`config.mk`:
```
export PLATFORM = sky130hd
export DESIGN_NAME = mdu_hilo
export DESIGN_NICKNAME = d
export VERILOG_FILES = /design/src/rtl/mdu_hilo.sv
export SDC_FILE = /design/constraint.sdc
export NUM_CORES = 1
export LEC_CHECK = 0
export CORE_MARGIN = 10
export CORE_UTILIZATION = 61
export CTS_BUF_LIST = sky130_fd_sc_hd__clkbuf_4 sky130_fd_sc_hd__clkbuf_8
export DETAILED_ROUTE_END_ITERATION = 12
export DONT_BUFFER_PORTS = 1
export PLACE_DENSITY = 0.8
export SLEW_MARGIN = 10
export SYNTH_ARGS = -nofsm -noshare
export SYNTH_HDL_FRONTEND = slang
export SYNTH_SLANG_ARGS = --single-unit
```
`constraint.sdc`:
```
create_clock -name clk -period 3.5 [get_ports clk]
set_input_delay 0.7 -clock clk [delete_from_list [all_inputs] [get_ports clk]]
set_output_delay 0.7 -clock clk [all_outputs]
set_load 0.005 [all_outputs]
```
`src/rtl/mdu_hilo.sv`:
```
// Iterative multiply/divide unit holding the HI/LO registers (MULT/MULTU/DIV/DIVU, MTHI/MTLO).
// Optional: define MDU_EARLY_OUT_EN for early-terminating multiplies and zero-cycle divide-by-zero.
module mdu_hilo #(
    parameter int unsigned DATA_W = 32
) (
    input  logic              clk,
    input  logic              rst_n,
    input  logic              start,
    input  logic [1:0]        op,
    input  logic [DATA_W-1:0] rs_data,
    input  logic [DATA_W-1:0] rt_data,
    input  logic              mthi,
    input  logic              mtlo,
    input  logic [DATA_W-1:0] mt_data,
    output logic              busy,
    output logic              done,
    output logic [DATA_W-1:0] hi,
    output logic [DATA_W-1:0] lo
);

    localparam int unsigned CntW = $clog2(DATA_W);

    typedef enum logic [1:0] {StIdle, StMul, StDiv, StFix} state_e;

    state_e                state_q, state_d;
    logic [CntW-1:0]       cnt_q, cnt_d;
    logic [2*DATA_W-1:0]   acc_q, acc_d;
    logic [2*DATA_W-1:0]   mcand_q, mcand_d;
    logic [DATA_W-1:0]     opb_q, opb_d;
    logic [DATA_W-1:0]     hi_q, hi_d, lo_q, lo_d;
    logic                  is_div_q, is_div_d;
    logic                  neg_q, neg_d;
    logic                  rneg_q, rneg_d;
    logic                  div0_q, div0_d;
    logic                  done_q, done_d;

    logic                  a_neg, b_neg;
    logic [DATA_W-1:0]     abs_a, abs_b;
    logic [DATA_W:0]       trial, diff;
    logic [2*DATA_W-1:0]   prod_fix;
    logic [DATA_W-1:0]     quo_fix, rem_fix;
    logic                  last_iter;

    // op[0]=1 selects the unsigned variants
    assign a_neg = ~op[0] & rs_data[DATA_W-1];
    assign b_neg = ~op[0] & rt_data[DATA_W-1];
    assign abs_a = a_neg ? (~rs_data + 1'b1) : rs_data;
    assign abs_b = b_neg ? (~rt_data + 1'b1) : rt_data;

    // Restoring step: acc holds {remainder, remaining dividend bits / quotient bits}
    assign trial = acc_q[2*DATA_W-1:DATA_W-1];
    assign diff  = trial - {1'b0, opb_q};

    assign prod_fix  = neg_q ? (~acc_q + 1'b1) : acc_q;
    assign quo_fix   = neg_q ? (~acc_q[DATA_W-1:0] + 1'b1) : acc_q[DATA_W-1:0];
    assign rem_fix   = rneg_q ? (~acc_q[2*DATA_W-1:DATA_W] + 1'b1) : acc_q[2*DATA_W-1:DATA_W];
    assign last_iter = (cnt_q == CntW'(DATA_W - 1));

    always_comb begin
        state_d  = state_q;
        cnt_d    = cnt_q;
        acc_d    = acc_q;
        mcand_d  = mcand_q;
        opb_d    = opb_q;
        hi_d     = hi_q;
        lo_d     = lo_q;
        is_div_d = is_div_q;
        neg_d    = neg_q;
        rneg_d   = rneg_q;
        div0_d   = div0_q;
        done_d   = 1'b0;

        unique case (state_q)
            StIdle: begin
                if (start) begin
                    is_div_d = op[1];
                    neg_d    = a_neg ^ b_neg;
                    rneg_d   = a_neg;
                    div0_d   = (rt_data == '0);
                    opb_d    = abs_b;
                    cnt_d    = '0;
                    if (op[1]) begin
                        acc_d   = {{DATA_W{1'b0}}, abs_a};
                        state_d = StDiv;
`ifdef MDU_EARLY_OUT_EN
                        // Remainder of a divide by zero is the dividend itself
                        if (rt_data == '0) begin
                            acc_d   = {abs_a, {DATA_W{1'b0}}};
                            state_d = StFix;
                        end
`endif
                    end else begin
                        acc_d   = '0;
                        mcand_d = {{DATA_W{1'b0}}, abs_a};
                        state_d = StMul;
                    end
                end else begin
                    if (mthi) hi_d = mt_data;
                    if (mtlo) lo_d = mt_data;
                end
            end
            StMul: begin
                acc_d   = acc_q + (opb_q[0] ? mcand_q : '0);
                mcand_d = mcand_q << 1;
                opb_d   = opb_q >> 1;
                cnt_d   = cnt_q + 1'b1;
                if (last_iter) state_d = StFix;
`ifdef MDU_EARLY_OUT_EN
                if (opb_q[DATA_W-1:1] == '0) state_d = StFix;
`endif
            end
            StDiv: begin
                if (!diff[DATA_W]) begin
                    acc_d = {diff[DATA_W-1:0], acc_q[DATA_W-2:0], 1'b1};
                end else begin
                    acc_d = {trial[DATA_W-1:0], acc_q[DATA_W-2:0], 1'b0};
                end
                cnt_d = cnt_q + 1'b1;
                if (last_iter) state_d = StFix;
            end
            StFix: begin
                if (is_div_q) begin
                    hi_d = rem_fix;
                    lo_d = div0_q ? '1 : quo_fix;
                end else begin
                    hi_d = prod_fix[2*DATA_W-1:DATA_W];
                    lo_d = prod_fix[DATA_W-1:0];
                end
                done_d  = 1'b1;
                state_d = StIdle;
            end
            default: state_d = StIdle;
        endcase
    end

    always_ff @(posedge clk or negedge rst_n) begin
        if (!rst_n) begin
            state_q  <= StIdle;
            cnt_q    <= '0;
            acc_q    <= '0;
            mcand_q  <= '0;
            opb_q    <= '0;
            hi_q     <= '0;
            lo_q     <= '0;
            is_div_q <= 1'b0;
            neg_q    <= 1'b0;
            rneg_q   <= 1'b0;
            div0_q   <= 1'b0;
            done_q   <= 1'b0;
        end else begin
            state_q  <= state_d;
            cnt_q    <= cnt_d;
            acc_q    <= acc_d;
            mcand_q  <= mcand_d;
            opb_q    <= opb_d;
            hi_q     <= hi_d;
            lo_q     <= lo_d;
            is_div_q <= is_div_d;
            neg_q    <= neg_d;
            rneg_q   <= rneg_d;
            div0_q   <= div0_d;
            done_q   <= done_d;
        end
    end

    assign busy = (state_q != StIdle);
    assign done = done_q;
    assign hi   = hi_q;
    assign lo   = lo_q;

endmodule

```
==> flow_summary_export.csv, run 1 <==
group,metric,value,unit
layout,final_common_cell,"nand2_1",
timing,slew_headroom,17.7,%
layout,finalInstanceArea,22600,sq um
power,combPwrFrac,61.8,%
clock_tree,clk-insertion-delay-late,0.62,ns
timing,tightest_slew,1.23,ns
clock_tree,cts_made_buffers,45,
power,ir_drop,0.628,mV
drt,first_pass_iters,7,
power,pwr_density_cell,897,nW/um^2
timing,fmaxAchievable,0.292,GHz
clock_tree,path_clk_slew,0.06,ns
drt,vias,19800,
clock_tree,cts_tree,"built",
global_routing,globalRouteOverflowTotal,0,
die,die_h,200,um
power,swShare,48.9,%
drt,routed_via_density,6.52,
die,dieArea,39900,sq um
layout,num_antenna_cells,0,
logic_synthesis,netlist.top_cell.by_area,"dfrtp_1",
die,pin_count,169,
global_routing,grt_pass1_wl,105000,um
die,core-area,31700,sq um
logic_synthesis,seq_area_frac_synth,30.0,%
logic_synthesis,avgSynthCellArea,7.83,sq um
worst_setup_path,critPathKind,"flop to flop",
timing,finalSetupViolations,0,
worst_setup_path,max_stage_delay,0.41,ns
drt,ant_nets,0,
layout,area_delta_synth_final,14.6,%
logic_synthesis,synth-edff-count,0,
outcome,violations,"hold timing",
timing,timing.hold.ws,-0.211,ns
worst_setup_path,crit_family,"compound AO/OA/AOI/OAI gates",
die,start_util,62.1,%
placed_design,dp_cells,2947,
timing,finalCritPeriodShare,97.8,%
global_routing,antenna_found_initial,1,
worst_hold_path,hold_class,"primary input to asynchronous set/reset pin",
logic_synthesis,async_flop_share,100,%
logic_synthesis,ys_ff_latch,236,
timing,clock_skew,0.0174,ns
drt,routed_wl,69400,um
outcome,status,"finished with violations",
clock_tree,cts_sinks,236,
power,power,20.3,mW
layout,mostFrequentLayoutCells,"315 x nand2_1, 236 x dfrtp_1, 226 x a21oi_1",
logic_synthesis,yosys_warnings,0,
worst_setup_path,cp_cell_sequence,"buf_12 > and2_1 > ha_4 > nand4_1 > nor2_1 > buf_4 > a2bb2oi_1 > a21oi_2 > o31ai_4 > o31a_1 > o21a_2 > nor4b_4 > nor3_1 > a211o_1",
run,cap_violations,0,
layout,layout.nets,2820,
logic_synthesis,synth_ff_type,"dfrtp_1",
power,intPower,10.3,mW
die,rows,65,
logic_synthesis,syn_nets,2727,
power,clockPowerShare,14.5,%
worst_setup_path,cp.buffers_inverters,2,
drt,route.detailed.drc,0,
timing,hold_viol,236,
drt,drtIter0Drc,2160,
logic_synthesis,syn_area,19700,sq um
power,power_leakage,10.1,nW
placed_design,portBuffers,0,
global_routing,grt_usage,33.7,%
logic_synthesis,synth.top_cell.area_share,30.0,%
worst_setup_path,crit_path_start_kind,"flop",
worst_setup_path,cp_max_fo,31,
layout,fill_cells,2533,
worst_setup_path,cp_slowest_cell,"dfrtp_1",
worst_setup_path,timing.rr.start,"opb_q[0]",
die,die_x,200,um
timing,rsz0062_at_grt,"yes",
logic_synthesis,synthTopCellsByArea,"dfrtp_1 30%, ha_1 6.7%, a21oi_1 6.0%, nand2_1 6.0%, xnor2_1 5.5%",
placed_design,place_area,21100,sq um
worst_setup_path,critPathLaunch,"opb_q[0]",
placed_design,gp_congestion,1.03,
power,seq_power_share,23.7,%
worst_setup_path,r2r_slack,0.08,ns
worst_setup_path,critPathRequiredTime,4.00,ns
global_routing,grt_pass1_vias,18800,
logic_synthesis,synth_cell_type_count,85,
layout,drive_above_1_share,14.5,%
clock_tree,clockBufferDepth,3,
logic_synthesis,synth_cells,2517,
drt,wire_per_inst,22.8,um
worst_setup_path,crit_arrival,3.93,ns
clock_tree,cts.htree.levels,2,
clock_tree,root_buffer,"clkbuf_8",
timing,slew_violations,0,
placed_design,dpl.hpwl,52300,um
global_routing,grt_max_degree,237,
worst_setup_path,worstSetupEndpointType,"flop",
layout,fin_cells,3043,
timing,period_minus_slack,3.42,ns
power,power.switching,9.91,mW
layer usage:
layer,wire (um),share of wire (%),GRT usage [%],vias up
li1,-,-,-,9240
met1,28200,41,43.3,9427
met2,30300,44,51.2,981
met3,8230,12,11.3,193
met4,2690,3.9,13.2,2
met5,15,0.022,0.255,-
state kept, by name, indices dropped and copies added, names as in the netlist, 2 cells and up:
signal / count
hi: 32
cnt_q: 5
mcand_q: 64
acc_q: 64
lo: 32
opb_q: 32
state_q: 2
final cells by class:
cell class | instances | area (sq um) | area share (%)
Tap cell | 402 | 503 | 2.23
Timing Repair Buffer | 211 | 1620 | 7.19
Multi-Input combinational cell | 2041 | 13300 | 59.0
Sequential cell | 236 | 5910 | 26.2
Clock buffer | 61 | 802 | 3.55
Inverter | 75 | 282 | 1.25
Clock inverter | 17 | 151 | 0.671
Yosys cell counts (11+ instances only):
master and count:
nand2_1 316, a21oi_1 238, dfrtp_1 236, o21ai_0 209, nor2_1 205, clkbuf_1 137, xnor2_1 123, ha_1 105
and2_1 76, inv_1 75, xor2_1 74, mux2i_1 66, nand3_1 66, nor3_1 43, nand4_1 42, a21o_1 41
o22ai_1 36, a31oi_1 30, a221oi_1 26, o31ai_1 25, or3_1 25, nand2b_1 24, a22o_1 20, o21a_1 17
buf_1 15, nor4_1 15, o21ai_1 14, o21bai_1 14, nor2b_1 13, o211ai_1 13, a22oi_1 12, and3_1 12
o221ai_1 12, a211oi_1 11
final timing paths:
| path | endpoint | depth (start not counted) |
|---|---|---|
| setup reg to reg | acc_q[61] | 14 |
| max in group asynchronous | opb_q[18] | 0 |
| hold / removal | lo[25] | 0 |
| min in group clk | neg_q | 1 |
| hold reg to reg | mcand_q[45] | 2 |
| setup / recovery | acc_q[61] | 14 |
cell families after synthesis:
| kind of cell | share of synthesized area [%] |
|---|---|
| adder cells (fa/ha/maj) | 6.87 |
| AND/OR/NAND/NOR | 21.1 |
| flip-flops | 30.0 |
| buffers and inverters | 4.91 |
| XOR/XNOR | 8.76 |
| AO/OA/AOI/OAI | 24.7 |
| multiplexers | 3.70 |
per-stage QoR:
stage	setup WS [ns]	setup TNS, ns	utilization (%)	hold WS (ns)
after floorplan	0.0803	0	-	0.404
after global placement	-0.0697	-0.169	66.5	0.411
after detailed placement	-0.135	-1.35	66.5	0.412
after CTS	0.00525	0	69.6	-0.241
after global routing	-0.110	-0.253	71.2	-0.236
final	0.0786	0	71.2	-0.211
power by group through the flow:
stage	Sequential [mW]	Combinational, mW	Clock [mW]
after global placement	4.74	11.4	0
after detailed placement	4.79	11.7	0
after global routing	4.91	13.6	3.11
final	4.80	12.5	2.94
after floorplan	4.49	7.93	0
after CTS	4.75	11.8	2.97
timing repair:
action / CTS / global route
hold endpoints to repair: 236 / 236
endpoints found under the setup margin: 22 / 44
buffers inserted: 1 / 17
gates resized for setup: 9 / 64
pin swaps: 2 / 26
Power figures use the tool's default switching activity.
==> run 2: changes to the inputs <==
CORE_UTILIZATION = 50   (was 61)
PLACE_DENSITY = default   (was 0.8)
PLACE_DENSITY_LB_ADDON = 0.3   (was default)
==> run 2 against run 1 <==
  * The flow finishes with violations (hold timing, setup timing)
  * Utilization fell by 11 points
  * Clock skew is 0.022 ns higher
  * Routed wire length rose by 2.8%
  * Via count down 0.89%
  * Hold slack got worse by 0.014 ns
  * Count of clock-buffer cells in the layout is 6 higher
  * Global-route usage shrank 5.3 points
  * Worst setup slack got worse by 0.23 ns
  * Cell area increased by 3.1%
  * Flip-flop and latch count is the same
  * Non-clock buffer count grew 20
  * Critical path type unchanged
  * Critical endpoint unchanged
  * Highest routed layer is now met4
==> flow_summary_export.csv, run 2 (same netlist as run 1, synthesis figures left out) <==
group,metric,value,unit
outcome,status,"finished with violations",
outcome,violations,"hold timing, setup timing",
layout,finalInstanceArea,23300,sq um
clock_tree,cts.htree.levels,2,
timing,slew_headroom,24.8,%
layout,fin_cells,3182,
die,rows,72,
layout,final_common_cell,"nand2_1",
worst_setup_path,crit_path_start_kind,"flop",
global_routing,grt_max_degree,237,
die,start_util,50.7,%
global_routing,globalRouteOverflowTotal,0,
placed_design,dpl.hpwl,53300,um
global_routing,antenna_found_initial,2,
timing,hold_viol,236,
worst_setup_path,critPathKind,"flop to flop",
global_routing,gr-usage-met2,42.7,%
worst_setup_path,cp_max_fo,8,
worst_setup_path,max_stage_delay,0.50,ns
drt,wire_per_inst,22.4,um
worst_setup_path,crit_arrival,4.16,ns
clock_tree,clk-insertion-delay-late,0.63,ns
worst_hold_path,hold_class,"primary input to asynchronous set/reset pin",
layout,reg_top3,"acc_q: 64 flops, mcand_q: 64 flops",
placed_design,place_area,21300,sq um
clock_tree,clockBufferDepth,3,
global_routing,met1_usage,40.4,%
timing,rsz0062_at_grt,"yes",
layout,area_delta_synth_final,18.1,%
clock_tree,root_buffer,"clkbuf_8",
global_routing,grt_pass1_wl,108000,um
placed_design,dp_cells,3067,
worst_setup_path,timing.rr.start,"opb_q[0]",
placed_design,portBuffers,0,
clock_tree,cts_tree,"built",
placed_design,gp_congestion,0.999,
worst_setup_path,critPathLaunch,"opb_q[0]",
power,power_leakage,10.2,nW
worst_setup_path,critPathRequiredTime,4.00,ns
drt,route.detailed.drc,0,
die,core-area,38800,sq um
worst_setup_path,worstSetupEndpointType,"flop",
drt,routed_via_density,6.18,
run,cap_violations,0,
timing,clock_skew,0.0390,ns
drt,routed_wl,71400,um
worst_setup_path,crit_family,"compound AO/OA/AOI/OAI gates",
timing,timing.hold.ws,-0.226,ns
power,pwr_density_cell,900,nW/um^2
layout,drive_above_1_share,17.0,%
global_routing,top_usage_layer,"met2",
die,dieArea,47700,sq um
drt,first_pass_iters,7,
die,die_h,219,um
clock_tree,cts_made_buffers,44,
global_routing,grt_usage,28.3,%
timing,slew_violations,0,
global_routing,grtUsageMet3,5.36,%
timing,finalCritPeriodShare,104,%
timing,period_minus_slack,3.66,ns
drt,ant_nets,0,
clock_tree,path_clk_slew,0.07,ns
timing,fin_ws,-0.156,ns
timing,fmaxAchievable,0.274,GHz
timing,tightest_slew,1.13,ns
die,die_x,219,um
timing,finalSetupViolations,2,
worst_setup_path,cp_slowest_cell,"dfrtp_2",
power,ir_drop,0.562,mV
worst_setup_path,cp.buffers_inverters,3,
drt,vias,19700,
layout,mostFrequentLayoutCells,"311 x nand2_1, 235 x dfrtp_1, 222 x a21oi_1",
worst_setup_path,cp_cell_sequence,"buf_12 > and2_4 > ha_4 > a21oi_2 > o211ai_1 > a21oi_2 > a211oi_2 > buf_4 > o31ai_4 > o31a_1 > o21a_1 > nor4b_4 > buf_4 > nor3_2 > a211o_1",
clock_tree,cts_sinks,236,
die,pin_count,169,
drt,drtIter0Drc,2093,
layout,layout.nets,2839,
global_routing,grt_pass1_vias,18300,
## run 2: cell count changes in the layout (fill, tap and decap cells not counted), moves of 5 or more
cell	before	now
buf_4	206	219
ha_1	93	74
ha_4	10	24
and2_1	74	60
ha_2	2	7
and2_4	2	16
clkbuf_4	6	12
o21ai_0	202	196
## run 2: worst paths after layout
path,slack [ns],depth (start not counted),to
setup / recovery,-0.16,15,acc_q[61]
max in group asynchronous,3.44,0,opb_q[8]
setup reg to reg,-0.16,15,acc_q[61]
min in group clk,0.16,1,neg_q
hold reg to reg,0.47,2,mcand_q[63]
hold / removal,-0.23,0,lo[11]
## run 2: final cells by class
class / count / area (sq um)
diodes: 1 / 2.50
flip-flops and latches: 236 / 5910
multi-input cells: 2041 / 13600
fillers: 3503 / 15500
inverters: 75 / 282
repair buffers: 231 / 1860
clock buffers: 67 / 847
clock inverters: 13 / 145
well taps: 518 / 648
## run 2: metrics by stage
step | hold slack, ns | TNS [ns] | worst slack [ns] | power (mW) | util [%]
after CTS | -0.262 | -0.0223 | -0.0223 | 19.8 | 57.5
final | -0.226 | -0.185 | -0.156 | 20.9 | 60.0
after global placement | 0.412 | -1.24 | -0.451 | 16.4 | 54.8
after global routing | -0.240 | -0.677 | -0.234 | 22.3 | 60.0
after floorplan | 0.404 | 0 | 0.0803 | 12.4 | -
after detailed placement | 0.412 | -1.90 | -0.398 | 16.6 | 54.8
## run 2: per-layer routing
metal,share of wire [%],vias to the layer above,wire (um)
li1,-,9296,-
met1,44,9445,31400
met2,44,805,31500
met3,9.4,120,6700
met4,2.5,0,1780
met5,0,-,0
## run 2: repair_timing
item                                    4_1_cts  5_1_grt
pin swaps                                     7       53
gates cloned                                  0        4
resized for setup                            13      130
hold endpoints to repair                    236      236
buffers inserted                              0       30
endpoints found under the setup margin       17       34
## run 2: report_power, final
| group | total [mW] | internal, mW | switching, mW |
|---|---|---|---|
| Sequential | 4.79 | 3.76 | 1.03 |
| Clock | 3.09 | 1.77 | 1.32 |
| Combinational | 13.1 | 5.34 | 7.73 |
==> RTL change, RTL diff (config.mk and constraints of run 2) <==
Add an input register stage for `start`, `op`, `rs_data`, `mthi`, `mtlo` and `mt_data`; this delays them by one clock. The other inputs are not delayed to match.
--- a/src/rtl/mdu_hilo.sv
+++ b/src/rtl/mdu_hilo.sv
@@ -24,2 +24,18 @@
 
+    logic start_q;
+    logic [1:0] op_q;
+    logic [DATA_W-1:0] rs_data_q;
+    logic mthi_q;
+    logic mtlo_q;
+    logic [DATA_W-1:0] mt_data_q;
+
+    always_ff @(posedge clk) begin
+        start_q   <= start;
+        op_q      <= op;
+        rs_data_q <= rs_data;
+        mthi_q    <= mthi;
+        mtlo_q    <= mtlo;
+        mt_data_q <= mt_data;
+    end
+
     state_e                state_q, state_d;
@@ -44,5 +60,5 @@
     // op[0]=1 selects the unsigned variants
-    assign a_neg = ~op[0] & rs_data[DATA_W-1];
-    assign b_neg = ~op[0] & rt_data[DATA_W-1];
-    assign abs_a = a_neg ? (~rs_data + 1'b1) : rs_data;
+    assign a_neg = ~op_q[0] & rs_data_q[DATA_W-1];
+    assign b_neg = ~op_q[0] & rt_data[DATA_W-1];
+    assign abs_a = a_neg ? (~rs_data_q + 1'b1) : rs_data_q;
     assign abs_b = b_neg ? (~rt_data + 1'b1) : rt_data;
@@ -74,4 +90,4 @@
             StIdle: begin
-                if (start) begin
-                    is_div_d = op[1];
+                if (start_q) begin
+                    is_div_d = op_q[1];
                     neg_d    = a_neg ^ b_neg;
@@ -81,3 +97,3 @@
                     cnt_d    = '0;
-                    if (op[1]) begin
+                    if (op_q[1]) begin
                         acc_d   = {{DATA_W{1'b0}}, abs_a};
@@ -97,4 +113,4 @@
                 end else begin
-                    if (mthi) hi_d = mt_data;
-                    if (mtlo) lo_d = mt_data;
+                    if (mthi_q) hi_d = mt_data_q;
+                    if (mtlo_q) lo_d = mt_data_q;
                 end
Formal check against the unedited RTL: not equivalent (a bounded check fails within 4 cycles, from zero or initial values and one cycle with rst_n low).
==> RTL change against run 2 <==
The flow still finishes with violations (negative hold slack, negative setup slack); design area rose by 10%; area after synthesis up 8.1%; sequential power is 21% higher; clock skew decreased by 0.0017 ns; cell count increased by 6.4%; sequential cell count grew 69; power up 13%; combinational power rose by 8%; wire length is 6.1% higher; non-clock buffer count increased by 51; via count rose by 6.0%; hold slack worse by 0.0017 ns; synthesized cell count rose by 4.8%; worst setup slack better by 0.092 ns; critical endpoint is now acc_q[60].
==> RTL change: results (changes against run 2) <==
* Dpl cell area at 23400 um^2 (was 21300 um^2)
* Area share of the leading cell type in the synthesized netlist at 0.277 (was 0.300)
* P_int at 12.5 mW (was 10.9 mW)
* Repair and plain buffers at 282 (was 231)
* Hold Slack at -0.227 ns (was -0.226 ns)
* Fin. Hold Viols at 236 (unchanged)
* Unique masters post-synth at 82 (was 85)
* Buffering overhead at 0.0880 (was 0.0799)
* Post-synthesis compound-gate area fraction at 0.239 (was 0.247)
* Sequential share of power at 0.245 (was 0.229)
* Setup ws final at -0.0638 ns (was -0.156 ns)
* Clkbuf count at 82 (was 67)
* GPL Wtd Cong at 1.00 (was 0.999)
* Post-Layout Cell Count at 3386 (was 3182)
* Placed cells at 3264 (was 3067)
* Hpwl dp at 57800 um (was 53300 um)
* Fraction of area in multi-input gates at 0.542 (was 0.584)
* Total GRT Usage at 0.287 (was 0.283)
* Fin Setup TNS at -0.163 ns (was -0.185 ns)
* Synth Area in XOR/XNOR at 0.0830 (was 0.0876)
* Failing checks: negative hold slack, negative setup slack (unchanged)
* Crit Path Max Fanout at 41 (was 8)
* Final Util at 0.610 (was 0.600)
* Count of multi-input gates at 2082 (was 2041)
* Worst VDD drop at 0.652 mV (was 0.562 mV)
* Slew headroom at 0.318 (was 0.248)
* Setup violators final at 5 (was 2)
* Outcome: complete, but fails checks (unchanged)
* Vias per cell at 6.15 (was 6.18)
* Multiplexer area fraction after synthesis at 0.0288 (was 0.0370)
==> RTL change: changes by cell type after synthesis, moves of 7 or more <==
cell / delta
o21bai_1: +7
a22oi_1: +22
o21ai_1: -9
dfxtp_1: +69
nor3_1: +10
xor2_1: +8
a22o_1: -15
nand2b_1: -8
a21oi_1: +9
nor2_1: +21
clkbuf_1: +9
mux2i_1: -7
a21o_1: +16
==> RTL change: routing by layer <==
layer,share of wire,vias to the layer above,wire [um],global-route usage
li1,-,9787,-,-
met1,0.45,10000,34000,0.407
met2,0.42,917,32100,0.420
met3,0.10,110,7620,0.0720
met4,0.027,0,2060,0.0898
met5,0,-,0,0
==> RTL change: repair_timing <==
action / in CTS / in global routing
hold endpoints to repair: 236 / 236
endpoints found under the setup margin: 20 / 45
pin swaps: 26 / 46
resized for setup: 57 / 103
gates cloned: 2 / 1
buffers inserted: 8 / 14
